===== src/rtl/ysyx_23060072_mem_arbiter.sv =====
// Memory port arbiter for the rv32e core: shares one request/response memory port
// between IFU and LSU, LSU-first with a fairness cap, plus a response watchdog.
module ysyx_23060072_mem_arbiter #(
  parameter int ADDR_W  = 32,
  parameter int DATA_W  = 32,
  parameter int MAX_LS  = 4,
  parameter int TIMEOUT = 255
) (
  input  logic                clk,
  input  logic                rst,
  input  logic                if_req_valid,
  output logic                if_req_ready,
  input  logic [ADDR_W-1:0]   if_addr,
  output logic                if_resp_valid,
  output logic [DATA_W-1:0]   if_rdata,
  output logic                if_resp_err,
  input  logic                ls_req_valid,
  output logic                ls_req_ready,
  input  logic [ADDR_W-1:0]   ls_addr,
  input  logic                ls_wen,
  input  logic [DATA_W-1:0]   ls_wdata,
  input  logic [DATA_W/8-1:0] ls_wmask,
  output logic                ls_resp_valid,
  output logic [DATA_W-1:0]   ls_rdata,
  output logic                ls_resp_err,
  output logic                mem_req_valid,
  input  logic                mem_req_ready,
  output logic [ADDR_W-1:0]   mem_addr,
  output logic                mem_wen,
  output logic [DATA_W-1:0]   mem_wdata,
  output logic [DATA_W/8-1:0] mem_wmask,
  input  logic                mem_resp_valid,
  input  logic [DATA_W-1:0]   mem_rdata
);

  localparam int SW = $clog2(MAX_LS + 1);
  localparam int WW = $clog2(TIMEOUT + 1);
  localparam logic [SW-1:0] STREAK_MAX = SW'(MAX_LS);
  localparam logic [WW-1:0] WD_LAST    = WW'(TIMEOUT - 1);

  typedef enum logic [1:0] {IDLE, REQ, WAIT} state_t;
  typedef enum logic {OWN_IF, OWN_LS} owner_t;

  state_t        r_state;
  state_t        w_nextState;
  owner_t        r_owner;
  logic [SW-1:0] r_lsStreak;
  logic [WW-1:0] r_watchdog;
  logic          w_grantLs;
  logic          w_grantIf;
  logic          w_respOk;
  logic          w_respTo;

  always_ff @(posedge clk) begin
    if (rst) r_state <= IDLE;
    else     r_state <= w_nextState;
  end

  // A timeout response zeroes rdata so stale bus data never reaches the pipeline.
  always_comb begin
    w_nextState   = r_state;
    w_grantLs     = 1'b0;
    w_grantIf     = 1'b0;
    w_respOk      = 1'b0;
    w_respTo      = 1'b0;
    if_req_ready  = 1'b0;
    ls_req_ready  = 1'b0;
    mem_req_valid = 1'b0;
    if_resp_valid = 1'b0;
    if_rdata      = '0;
    if_resp_err   = 1'b0;
    ls_resp_valid = 1'b0;
    ls_rdata      = '0;
    ls_resp_err   = 1'b0;
    case (r_state)
      IDLE: begin
        w_grantLs    = ls_req_valid && (!if_req_valid || (r_lsStreak < STREAK_MAX));
        w_grantIf    = !w_grantLs && if_req_valid;
        if_req_ready = w_grantIf;
        ls_req_ready = w_grantLs;
        if (w_grantLs || w_grantIf) w_nextState = REQ;
      end
      REQ: begin
        mem_req_valid = 1'b1;
        if (mem_req_ready) w_nextState = WAIT;
      end
      WAIT: begin
        w_respOk = mem_resp_valid;
        w_respTo = !mem_resp_valid && (r_watchdog == WD_LAST);
        if (w_respOk || w_respTo) begin
          w_nextState = IDLE;
          if (r_owner == OWN_LS) begin
            ls_resp_valid = 1'b1;
            ls_rdata      = w_respOk ? mem_rdata : '0;
            ls_resp_err   = w_respTo;
          end else begin
            if_resp_valid = 1'b1;
            if_rdata      = w_respOk ? mem_rdata : '0;
            if_resp_err   = w_respTo;
          end
        end
      end
      default: w_nextState = IDLE;
    endcase
  end

  // Request fields, owner and the LSU streak only move on an acceptance in IDLE.
  always_ff @(posedge clk) begin
    if (rst) begin
      r_owner    <= OWN_IF;
      r_lsStreak <= '0;
      r_watchdog <= '0;
      mem_addr   <= '0;
      mem_wen    <= 1'b0;
      mem_wdata  <= '0;
      mem_wmask  <= '0;
    end else begin
      r_watchdog <= (r_state == WAIT && w_nextState == WAIT) ? r_watchdog + 1'b1 : '0;
      if (w_grantLs) begin
        r_owner   <= OWN_LS;
        mem_addr  <= ls_addr;
        mem_wen   <= ls_wen;
        mem_wdata <= ls_wdata;
        mem_wmask <= ls_wmask;
        if (if_req_valid)
          r_lsStreak <= (r_lsStreak == STREAK_MAX) ? r_lsStreak : r_lsStreak + 1'b1;
        else
          r_lsStreak <= '0;
      end else if (w_grantIf) begin
        r_owner    <= OWN_IF;
        mem_addr   <= if_addr;
        mem_wen    <= 1'b0;
        mem_wdata  <= '0;
        mem_wmask  <= '0;
        r_lsStreak <= '0;
      end
    end
  end

endmodule


===== config.mk =====
export PLATFORM = sky130hd
export DESIGN_NAME = ysyx_23060072_mem_arbiter
export DESIGN_NICKNAME = d
export VERILOG_FILES = /design/src/rtl/ysyx_23060072_mem_arbiter.sv
export SDC_FILE = /design/constraint.sdc
export NUM_CORES = 1
export LEC_CHECK = 0
export ABC_AREA = 1
export BUFFER_PORTS_ARGS = -buffer_cell sky130_fd_sc_hd__buf_2
export CORE_AREA = 2 2 109 111
export CTS_CLUSTER_DIAMETER = 200
export DETAILED_ROUTE_END_ITERATION = 16
export DIE_AREA = 0 0 111 113
export GPL_ROUTABILITY_DRIVEN = 1
export PLACE_DENSITY = 0.82
export SKIP_LAST_GASP = 1
export SLEW_MARGIN = 20
export SYNTH_ARGS = -nofsm -noshare
export SYNTH_HDL_FRONTEND = slang
export SYNTH_SLANG_ARGS = --single-unit

===== constraint.sdc =====
create_clock -name clk -period 1.7 [get_ports clk]
set_input_delay 0.425 -clock clk [delete_from_list [all_inputs] [get_ports clk]]
set_output_delay 0.425 -clock clk [all_outputs]
set_load 0.02 [all_outputs]

==> qor.yml <==
cells_and_area:
  drive_gt1_frac: 0.417
  n_fill_cell: 1010
  nets: 1075
  final_cell_mix: "buf_2, nand2_1, nor2_1"
  num_antenna_cells: 0
  final_common_cell: "buf_2"
  seqCellArea_mm2: 0.00167
  finalInstanceArea_mm2: 0.00677
  multi_input_area_mm2: 0.00233
  area_growth_pct: 65.4
timing:
  rsz0062_at_grt: "yes"
  worst_pin_slew_ns: 0.337
  timing.slew.headroom: 0.775
  setup_viol: 70
  finClkSkew_ns: 0.00574
  fin_crit_sh: 1.11
  hold_viol_final: 0
  fin_tns_setup_ns: -8.46
  fmax_mhz: 528
  finalWorstSetupSlack_ns: -0.194
  finalCriticalPeriod_ns: 1.89
  drv_slew: 0
  fin_worst_hold_slack_ns: 0.331
routing:
  via_per_inst: 4.79
  dr.pass1.iters: 4
  drc: 0
  dr_total_vias: 5170
  wl_per_cell_um: 13.5
  first_iter_violations: 320
  ant_nets: 0
  wl_um: 14500
status:
  violations: "setup timing"
  status: "complete, but fails checks"
yosys:
  yosysWarningCount: 0
  synthesis.area_mm2: 0.00409
  synth_area_per_cell_um2: 6.34
  seq_area_frac_synth: 0.406
  ys_seq_elements: 83
  synthDistinctLibCells: 21
  syn-instance-count: 646
  syn-num-nets: 789
pwr:
  ir_drop_uv: 516
  p_leak_uw: 0.00356
  powerDensity_mw_per_mm2: 821
setup_path:
  worstSetupStartpointType: "register"
  critPathArrivalTime_ns: 1.47
  crit_type: "reg -> out"
  rrSetupSlack_ns: 0.11
  end_kind: "primary output"
  max_stage_delay_ns: 0.32
  path_max_fanout: 13
  worst_ep_required_time_ns: 1.27
  cpMaxStageDelayCell: "dfxtp_2"
  crit_chain: "inv_1 -> nor2_4 -> nand2_4 -> buf_16 -> nor2_1 -> buf_4"
clocking:
  clkSinkCount: 83
  htreeDepth: 3
  cts_buffers: 9
  tritoncts: "done"
  insertion_delay_ns: 0.33
  path_clk_slew_ns: 0.06
  clockRootBuffer: "clkbuf_16"
  clock_path_buffers: 2
  ctsHoldBuffers: 0
flow_run:
  cap_viol_max_count: 0
global_route:
  antenna_found_initial: 0
  grt_use_total: 0.212
  grt_overflow: 0
  grt_max_degree: 65
  grt_pass1_vias: 4698
  grt_pass1_wl_um: 22100
floorplan:
  core-area_mm2: 0.0113
  die_h_um: 113
  die_w_um: 111
  ios: 279
  placementRows: 39
  dieArea_mm2: 0.0125
  initial_utilization: 0.363
placement:
  port_buffers: 278
  dp_hpwl_um: 9810
  placed_area_mm2: 0.00569
  place.gp.congestion: 0.841
hold_path:
  hold_path.class: "in -> reg"
where the power goes:
part / switching, uW / internal [uW]
clock: 793 / 1150
sequential: 78.8 / 2110
combinational: 879 / 551
worst max-delay path, delay by kind of cell, from the launching register on:
family / cells / cell delay (ns)
simple gates: 3 / 0.41
buf+inv: 3 / 0.40
flops: 1 / 0.32
final timing paths:
check / from / endpoint / cells past startpoint
worst min-delay path: ls_wdata[0] / mem_wdata[0] / 3
worst min register to register: mem_wen / mem_wen / 2
worst max-delay path: r_state[1] / if_rdata[24] / 6
worst max register to register: r_state[0] / mem_wdata[23] / 8
cells in the mapped netlist:
library cell	number	area, um2
clkbuf_1	26	97.6
xnor2_1	1	8.76
buf_1	4	15.0
dfxtp_1	83	1660
inv_1	44	165
o21bai_1	1	7.51
nor2_1	147	552
nand3_1	38	190
a21oi_1	45	225
nand3_2	1	10.0
xor2_1	3	26.3
ha_1	4	50.1
nand4_1	33	206
o21ai_2	1	8.76
buf_2	9	45.0
nand2_1	195	732
buf_6	3	33.8
inv_2	2	7.51
buf_4	3	22.5
nor2_4	2	22.5
o21ai_0	1	5.00
cells by family after synthesis:
group | synth area share
buffers and inverters | 0.0945
AO/OA/AOI/OAI | 0.0602
flip-flops | 0.406
adder cells (fa/ha/maj) | 0.0122
XOR/XNOR | 0.00856
AND/OR/NAND/NOR | 0.419
flip-flops by register name, summed over array words and instances (netlist names):
register	flops
mem_addr	32
mem_wdata	32
r_watchdog	8
mem_wmask	4
r_lsStreak	3
r_state	2
mem_wen	1
r_owner	1
metal layers:
| layer | global-route usage | share of wire |
|---|---|---|
| met5 | 0 | 0 |
| met4 | 0.108 | 0.040 |
| met3 | 0.0541 | 0.067 |
| met2 | 0.382 | 0.51 |
| met1 | 0.231 | 0.38 |
what timing repair did:
item,4_1_cts,5_1_grt
resized for setup,119,70
setup endpoints to repair,70,70
cloned,1,2
pin swaps,9,5
setup buffers,11,5
stage by stage:
step / cells / util / setup slack, ns / total power (uW)
after floorplan: 646 / - / -0.00392 / 3040
after global placement: 1046 / 0.505 / -0.0229 / 3520
after detailed placement: 1046 / 0.505 / -0.0386 / 3540
after CTS: 1074 / 0.572 / -0.145 / 5580
after global routing: 1080 / 0.601 / -0.262 / 5880
final: 1080 / 0.601 / -0.194 / 5560
area by class of cell:
cell class                 count  area share
multi-input combinational    472       0.344
timing repair buffer         320       0.312
sequential                    83       0.247
clock buffer                   9      0.0333
tap                          143      0.0264
inverter                      46      0.0255
clock inverter                 7      0.0113
Power figures use the tool's default switching activity.
